$ cat config.mk
export PLATFORM = sky130hd
export DESIGN_NAME = lsu_axi_bridge
export DESIGN_NICKNAME = d
export VERILOG_FILES = /design/src/rtl/lsu_axi_bridge.sv
export SDC_FILE = /design/constraint.sdc
export NUM_CORES = 1
export LEC_CHECK = 0
export CORE_MARGIN = 2
export CORE_UTILIZATION = 45
export CTS_BUF_LIST = sky130_fd_sc_hd__clkbuf_4 sky130_fd_sc_hd__clkbuf_8 sky130_fd_sc_hd__clkbuf_16
export DETAILED_ROUTE_END_ITERATION = 12
export HOLD_SLACK_MARGIN = 0.15
export PLACE_DENSITY = 0.86
export SYNTH_ARGS = -nofsm -noshare
export SYNTH_HDL_FRONTEND = slang
export SYNTH_SLANG_ARGS = --single-unit
$ cat constraint.sdc
create_clock -name clk -period 6.16 [get_ports clk]
set_input_delay 1.848 -clock clk [delete_from_list [all_inputs] [get_ports clk]]
set_output_delay 1.848 -clock clk [all_outputs]
set_load 0.01 [all_outputs]
$ cat src/rtl/lsu_axi_bridge.sv
// lsu_axi_bridge
// Load/store-unit master bridge. Turns one CPU memory request at a time into an
// AXI-lite-style transaction on the AR/R (loads) or AW/W/B (stores) channels,
// then presents a single response (sized/extended load data + error flag).
//
// Ports:
//   clk, reset                 clock, synchronous active-high reset
//   req_*                      CPU request (valid/ready, wen, addr, size, signed, wdata)
//   resp_*                     CPU response (valid/ready, rdata, err)
//   arAddr/arWidth/arValid/arReady, rData/rValid/rReady      read channels
//   awAddr/awPort/awValid/awReady, wData/wStrb/wValid/wReady write channels
//   bResp/bValid/bReady                                       write response
//
// Parameters:
//   TIMEOUT  cycles allowed outside IDLE/RESP before the transaction is
//            aborted with resp_err=1; 0 disables the watchdog.
//
// Optional build macro:
//   LSU_BRIDGE_MISALIGN_CHECK_EN  reject misaligned half/word requests without
//                                 touching the bus (resp_err=1, resp_rdata=0).
module lsu_axi_bridge #(
  parameter int TIMEOUT = 1024
) (
  input  logic        clk,
  input  logic        reset,
  input  logic        req_valid,
  output logic        req_ready,
  input  logic        req_wen,
  input  logic [31:0] req_addr,
  input  logic [1:0]  req_size,
  input  logic        req_signed,
  input  logic [31:0] req_wdata,
  output logic        resp_valid,
  input  logic        resp_ready,
  output logic [31:0] resp_rdata,
  output logic        resp_err,
  output logic [31:0] arAddr,
  output logic [31:0] arWidth,
  output logic        arValid,
  input  logic        arReady,
  input  logic [31:0] rData,
  input  logic        rValid,
  output logic        rReady,
  output logic [31:0] awAddr,
  output logic [1:0]  awPort,
  output logic        awValid,
  input  logic        awReady,
  output logic [31:0] wData,
  output logic [3:0]  wStrb,
  output logic        wValid,
  input  logic        wReady,
  input  logic [1:0]  bResp,
  input  logic        bValid,
  output logic        bReady
);

  typedef enum logic [2:0] {
    S_IDLE = 3'd0,
    S_AR   = 3'd1,
    S_R    = 3'd2,
    S_WR   = 3'd3,
    S_B    = 3'd4,
    S_RESP = 3'd5
  } state_t;

  localparam bit          WD_EN   = (TIMEOUT > 0);
  localparam logic [31:0] WD_LAST = (TIMEOUT > 0) ? 32'(TIMEOUT - 1) : 32'd0;

  // Byte count presented on arWidth; size 3 is treated as a word.
  function automatic logic [31:0] size_to_width(input logic [1:0] sz);
    case (sz)
      2'd0:    size_to_width = 32'd1;
      2'd1:    size_to_width = 32'd2;
      default: size_to_width = 32'd4;
    endcase
  endfunction

  // Byte-lane strobe for LSB-aligned store data.
  function automatic logic [3:0] size_to_strb(input logic [1:0] sz);
    case (sz)
      2'd0:    size_to_strb = 4'b0001;
      2'd1:    size_to_strb = 4'b0011;
      default: size_to_strb = 4'b1111;
    endcase
  endfunction

  // Size and sign/zero-extend LSB-aligned load data.
  function automatic logic [31:0] extend_load(input logic [31:0] d,
                                              input logic [1:0]  sz,
                                              input logic        sgn);
    case (sz)
      2'd0:    extend_load = {{24{sgn & d[7]}}, d[7:0]};
      2'd1:    extend_load = {{16{sgn & d[15]}}, d[15:0]};
      default: extend_load = d;
    endcase
  endfunction

`ifdef LSU_BRIDGE_MISALIGN_CHECK_EN
  // Half at an odd address, or word (incl. size 3) not on a 4-byte boundary.
  function automatic logic is_misaligned(input logic [1:0] a, input logic [1:0] sz);
    case (sz)
      2'd0:    is_misaligned = 1'b0;
      2'd1:    is_misaligned = a[0];
      default: is_misaligned = (a != 2'b00);
    endcase
  endfunction
`endif

  state_t      state_r, state_s;
  logic [31:0] addr_r;
  logic [31:0] width_r;
  logic [3:0]  strb_r;
  logic [31:0] wdata_r;
  logic [1:0]  size_r;
  logic        signed_r;
  logic        aw_done_r, aw_done_s;
  logic        w_done_r, w_done_s;
  logic [31:0] wd_r, wd_s;
  logic [31:0] rdata_r, rdata_s;
  logic        err_r, err_s;
  logic        accept_s;
  logic        bus_state_s;
  logic        timeout_s;
  logic        mis_s;

  assign accept_s    = (state_r == S_IDLE) && req_valid;
  assign bus_state_s = (state_r == S_AR) || (state_r == S_R) ||
                       (state_r == S_WR) || (state_r == S_B);
  assign timeout_s   = WD_EN && bus_state_s && (wd_r == WD_LAST);

  // Misalignment decode for the incoming request (constant 0 when the check is off).
  always_comb begin
`ifdef LSU_BRIDGE_MISALIGN_CHECK_EN
    mis_s = is_misaligned(req_addr[1:0], req_size);
`else
    mis_s = 1'b0;
`endif
  end

  // Next-state, watchdog, handshake-tracking and response-capture logic.
  always_comb begin
    state_s   = state_r;
    rdata_s   = rdata_r;
    err_s     = err_r;
    aw_done_s = aw_done_r;
    w_done_s  = w_done_r;
    if (WD_EN && bus_state_s) begin
      wd_s = wd_r + 32'd1;
    end else begin
      wd_s = wd_r;
    end

    if (timeout_s) begin
      // Leaving the bus states drops every valid/ready in the same edge.
      state_s = S_RESP;
      rdata_s = 32'd0;
      err_s   = 1'b1;
    end else begin
      case (state_r)
        S_IDLE: begin
          aw_done_s = 1'b0;
          w_done_s  = 1'b0;
          wd_s      = 32'd0;
          if (req_valid) begin
            if (mis_s) begin
              state_s = S_RESP;
              rdata_s = 32'd0;
              err_s   = 1'b1;
            end else if (req_wen) begin
              state_s = S_WR;
            end else begin
              state_s = S_AR;
            end
          end else begin
            state_s = S_IDLE;
          end
        end
        S_AR: begin
          if (arReady) begin
            state_s = S_R;
          end else begin
            state_s = S_AR;
          end
        end
        S_R: begin
          if (rValid) begin
            state_s = S_RESP;
            rdata_s = extend_load(rData, size_r, signed_r);
            err_s   = 1'b0;
          end else begin
            state_s = S_R;
          end
        end
        S_WR: begin
          // Sticky flags: each channel's valid stays up only until its own handshake.
          aw_done_s = aw_done_r | awReady;
          w_done_s  = w_done_r | wReady;
          if (aw_done_s && w_done_s) begin
            state_s = S_B;
          end else begin
            state_s = S_WR;
          end
        end
        S_B: begin
          if (bValid) begin
            state_s = S_RESP;
            rdata_s = 32'd0;
            err_s   = (bResp != 2'b00);
          end else begin
            state_s = S_B;
          end
        end
        S_RESP: begin
          if (resp_ready) begin
            state_s = S_IDLE;
          end else begin
            state_s = S_RESP;
          end
        end
        default: begin
          state_s = S_IDLE;
        end
      endcase
    end
  end

  // State, tracking flags, watchdog and response registers.
  always_ff @(posedge clk) begin
    if (reset) begin
      state_r   <= S_IDLE;
      aw_done_r <= 1'b0;
      w_done_r  <= 1'b0;
      wd_r      <= 32'd0;
      rdata_r   <= 32'd0;
      err_r     <= 1'b0;
    end else begin
      state_r   <= state_s;
      aw_done_r <= aw_done_s;
      w_done_r  <= w_done_s;
      wd_r      <= wd_s;
      rdata_r   <= rdata_s;
      err_r     <= err_s;
    end
  end

  // Request capture: address/data/size held from acceptance to the next acceptance.
  always_ff @(posedge clk) begin
    if (reset) begin
      addr_r   <= 32'd0;
      width_r  <= 32'd0;
      strb_r   <= 4'd0;
      wdata_r  <= 32'd0;
      size_r   <= 2'd0;
      signed_r <= 1'b0;
    end else if (accept_s) begin
      addr_r   <= req_addr;
      width_r  <= size_to_width(req_size);
      strb_r   <= size_to_strb(req_size);
      wdata_r  <= req_wdata;
      size_r   <= req_size;
      signed_r <= req_signed;
    end else begin
      addr_r   <= addr_r;
      width_r  <= width_r;
      strb_r   <= strb_r;
      wdata_r  <= wdata_r;
      size_r   <= size_r;
      signed_r <= signed_r;
    end
  end

  // Handshake outputs decode only from registered state; no bus-input to bus-output path.
  assign req_ready  = (state_r == S_IDLE);
  assign resp_valid = (state_r == S_RESP);
  assign resp_rdata = rdata_r;
  assign resp_err   = err_r;
  assign arValid    = (state_r == S_AR);
  assign rReady     = (state_r == S_R);
  assign awValid    = (state_r == S_WR) && !aw_done_r;
  assign wValid     = (state_r == S_WR) && !w_done_r;
  assign bReady     = (state_r == S_B);
  assign arAddr     = addr_r;
  assign awAddr     = addr_r;
  assign arWidth    = width_r;
  assign wData      = wdata_r;
  assign wStrb      = strb_r;
  assign awPort     = 2'b00;

endmodule
# --- Yosys cells after proc, flatten, opt, wreduce, memory -nomap -nowiden ---
# Cells that the tools add are included.
classes:
  n_eq_ne: 12
  muxes: 24
  bitwise_logic: 5
  n_reduce_logical: 21
  add_sub_neg: 1
ops:
  columns: ["operator", "n"]
  rows:
  - ["two-way mux 32 bit", 5]
  - ["case mux 32 bit (2 select lines)", 2]
  - ["adder 32 x 1 -> 32 bit (second input constant)", 1]
  - ["== test 32 x 10 -> 1 bit (second input constant)", 1]
  - ["case mux 3 bit (6 select lines)", 1]
  - ["two-way mux 3 bit", 5]
  - ["case mux 4 bit (2 select lines)", 1]
  - ["== test 3 x 2 -> 1 bit (second input constant)", 2]
  - ["== test 3 bit (second input constant)", 2]
  - ["inequality test 3 x 2 -> 1 bit (second input constant)", 2]
  - ["case mux 1 bit (2 select lines)", 3]
  - ["case mux 3 bit (2 select lines)", 1]
  - ["AND reduction 3 bit", 2]
  - ["nonzero test 2 bit", 3]
  - ["logical AND 1 bit", 5]
  - ["== test 2 x 1 -> 1 bit (second input constant)", 2]
  - ["zero test 2 bit", 2]
  - ["two-way mux 1 bit", 4]
  - ["two-way mux 2 bit", 2]
  - ["inequality test 2 bit (second input constant)", 2]
  - ["== test 3 x 1 -> 1 bit (second input constant)", 1]
  - ["zero test 3 bit", 1]
  - ["logical OR 1 bit", 3]
  - ["nonzero test 3 bit", 1]
  - ["other kinds (6)", 9]
word_totals:
  inputBits: 111
  out_inout_bits: 174
  register_bits: 173

# --- Logic depth before layout (Yosys ltp) ---
depth:
  depth_word: 7
  depth_mapped: 9
  mapped_depth_nobuf: 5

# --- Worst setup path before layout ---
# No wires, ideal clock.
synth_timing:
  path_kind: "register -> output"
  from: "register state_r[0]"
  to: "output port bReady"
  stages_incl_launch_ff: 6
  slack_ns: 3.022
  arrival_time_ns: 1.290
  required_time_ns: 4.312
  n_path_buf: 3
  path_cell_list: "dfxtp_1 buf_6 or3b_1 buf_6 clkinv_4 clkbuf_1"
synth_via:
  elab_chain_len: 1
synth_lines:
  columns: ["item", "line", "source"]
  rows:
  - ["from (decl)", "109", "state_t state_r, state_s;"]
  - ["from (signal assigned)", "237", "state_r <= state_s;"]
  - ["== test 3 bit", "281", "assign bReady = (state_r == S_B);"]
  - ["to (decl)", "54", "output logic bReady"]
# Every way passes these cells.

# --- Worst setup path in the final report ---
layout_timing:
  from: "register state_r[2]"
  to: "output port bReady"
# The elaborated chain is that of the path after synthesis.

==> summary.md <==
| Metric | Value |
|---|---|
| Ys Warns | 0 |
| Clock Latency Late Sink | between 0.4 and 0.5 ns |
| Placer Congestion | between 0.8 and 0.9 |
| Synthesized area per cell | 7.956 sq um |
| Initial antenna violation count | 0 |
| Vias in the first global route | roughly 5.6k |
| CTS tree | built |
| Core area | about 14000 sq um |
| Hold Slack | approximately 0.45 ns |
| Register bit total from synthesis | 142 |
| Die extent in y | ~120 microns |
| Register area share after synthesis | roughly 45% |
| H-tree Lvls | 4 |
| Combinational family with the most area after synthesis | simple AND/OR/NAND/NOR gates |
| Max Root-Sink Buffers | 2 |
| Post-Synth Simple-Gate Area | 20.91% |
| DP Area | around 8500 sq um |
| Clk pin slew, worst setup/hold paths | about 0.060 ns |
| Total track usage | around a quarter |
| Post-synthesis compound-gate area fraction | 20.50% |
| XOR/XNOR Fraction of Synth Area | less than 1% |
| Mux cell area share after synthesis | less than 1% |
| Area grow syn2layout | 43.67% |
| RSZ-0062 raised after global routing | no |
| Startpoint Class | register |
| Final instance area | just over 9000 sq um |
| Synth Area in Adders | 0.1971% |
| CP arrival | 2.91 ns |
| Setup-failing EPs final | 0 |
| Worst hold-check path type | register to register |
| Die area | 15070 sq um |
| Cts repair resizes | 0 |
| Initial Utilization | ~46% |
| Drt initial violations | 624 |
| Hold Buf Count CTS | 0 |
| Sink Count | around 140 |
| Worst Setup Path Type | register to output pin |
| Slew of the pin with the lowest slew margin | roughly 1.2 ns |
| Share of cells above drive strength 1 | ~5.1% |
| Cell Rows | 43 |
| CTS buffer count | 17 |
| Dominant synthesized flop cell | dfxtp_1 |
| TritonRoute pass-1 iters | 7 |
| First-pass GRT wire length | approximately 28000 microns |
| CP required | 4.31 ns |
| Post-synth ARST share | 0% |
| VDD IR max | about 0.20 mV |
| I/O Buffers | roughly 250 |
| Remaining Overflow, GRT | 0 |
| Setup Buffers After CTS | 0 |
| Power density cells | between 200 and 300 nW/um^2 |
| Worst-path maximum fanout | 26 |
| DP HPWL | about 13000 microns |
| Commonest cells after routing, fill and taps aside | clkdlybuf4s50_1 (252), nand2_1 (192), a21oi_1 (142), dfxtp_1 (142), conb_1 (31) |
| Post-synth EDFFs | 0 |
| Die W | 122.8 microns |
| Min cycle time layout | approximately 4.8 ns |
| I/O pin count | about 290 |
| Total negative slack | 0 ns |
| Vias per cell | roughly 5.3 |
| Final worst-path cycle share | 77.31% |
| Fmax | between 0.2 and 0.25 GHz |
| WL final | ~19000 microns |
| Root Driver | clkbuf_16 |
| Leakage | between 3 and 4 nW |
| Residual DRC count | 0 |
| Post-synthesis cell type count | 55 |
| Via count | ~6.3k |
| Maxcap violations | 0 |
| Antenna viol nets, final | 0 |
| Average wire per standard cell | approximately 16 microns |
| Post-Syn Instances | roughly 800 |
| Post-Syn Area | about 6300 sq um |
| Skew final | between 0.009 and 0.01 ns |
| Nets | 1095 |
| Crit. End Element | output pin |
| Largest net degree at the start of global routing | 82 |
| Most common cell after layout, fill and taps aside | clkdlybuf4s50_1 |
| Fin. Hold Viols | 0 |
| Max Slew Vio Count | 0 |
| Max-Slew Margin vs Limit | between 10% and 20% |
| N_diodes | 0 |
| Status | finished clean |
sequential cells by signal (all words and copies together) (netlist names):
register and flops:
arWidth 2, wStrb 3, aw_done_r 1, signed_r 1
wData 32, size_r 2, wd_r 32, w_done_r 1
state_r 3, resp_rdata 32, resp_err 1, arAddr 32
per-layer routing:
layer	global-route usage [%]	part of all wire, %
met3	6.273	6.4
met2	39.99	51
met5	0	0
met1	29.38	40
met4	8.477	2.1
stage by stage:
| step | power, mW | setup slack [ns] | utilization (%) | cells |
|---|---|---|---|---|
| after detailed placement | 1.584 | 1.887 | 61.72 | 1144 |
| after global routing | 2.686 | 1.238 | 65.97 | 1176 |
| after global placement | 1.575 | 1.945 | 61.72 | 1144 |
| after CTS | 2.599 | 1.440 | 65.97 | 1176 |
| after floorplan | 1.340 | 3.022 | - | 828 |
| final | 2.589 | 1.397 | 65.97 | 1176 |
synth_stat cells, types with 3 or more instances:
cell type  instances  area [sq um]
nand3_1           21         105.1
inv_1             10         37.54
or3_1             11         68.82
nand2_1          192         720.7
buf_4             65         488.0
buf_2              4         20.02
or4_1             15         112.6
o211ai_1           3         22.52
dfxtp_1          142          2843
nand3b_1           5         37.54
clkbuf_1          50         187.7
nor4_1             5         31.28
a21oi_1          143         715.7
buf_6              3         33.78
and3_1             4         25.02
o21ai_0           20         100.1
o31ai_1           16         120.1
a31oi_1            3         18.77
nand4_1            5         31.28
nor2_1            16         60.06
o2111ai_1         17         148.9
nor3b_1            4         30.03
and4_1             3         26.28
worst max-delay path, cell delays in order, from the launching register on:
cell and delay (ns):
dfxtp_1 0.75, or3b_1 0.84, clkinv_4 0.31, clkdlybuf4s50_1 0.58
kinds of logic (layout without fill, tap and decap cells):
logic type,count (synthesis),in the layout
and+or+nand+nor,292,292
AOI/OAI and AO/OA,219,219
DFF,142,142
buffers and inverters,135,303
xor gates and xnor gates,4,4
muxes,4,4
adders and majority gates,1,1
other,1,31
cell type report:
type | instances | area [sq um]
tap | 180 | 225.2
timing repair buffer | 259 | 2572
clock buffer | 17 | 425.4
clock inverter | 15 | 161.4
multi-input combinational | 551 | 2844
sequential | 142 | 2843
inverter | 12 | 50.05
fill | 1093 | 4706
worst paths after layout:
path | startpoint | endpoint | slack (ns) | depth (start not counted)
hold / removal | resp_rdata[3] | resp_rdata[3] | 0.45 | 2
setup / recovery | state_r[2] | bReady | 1.40 | 3
hold reg to reg | resp_rdata[3] | resp_rdata[3] | 0.45 | 2
setup reg to reg | state_r[2] | wd_r[31] | 2.89 | 5
power by group:
part | total, mW | switching (mW) | internal (mW)
logic | 0.536 | 0.272 | 0.264
registers | 1.03 | 0.0525 | 0.980
clock network | 1.02 | 0.419 | 0.602
total | 2.59 | 0.743 | 1.85
Note: power is estimated with default switching activity, not from simulation.
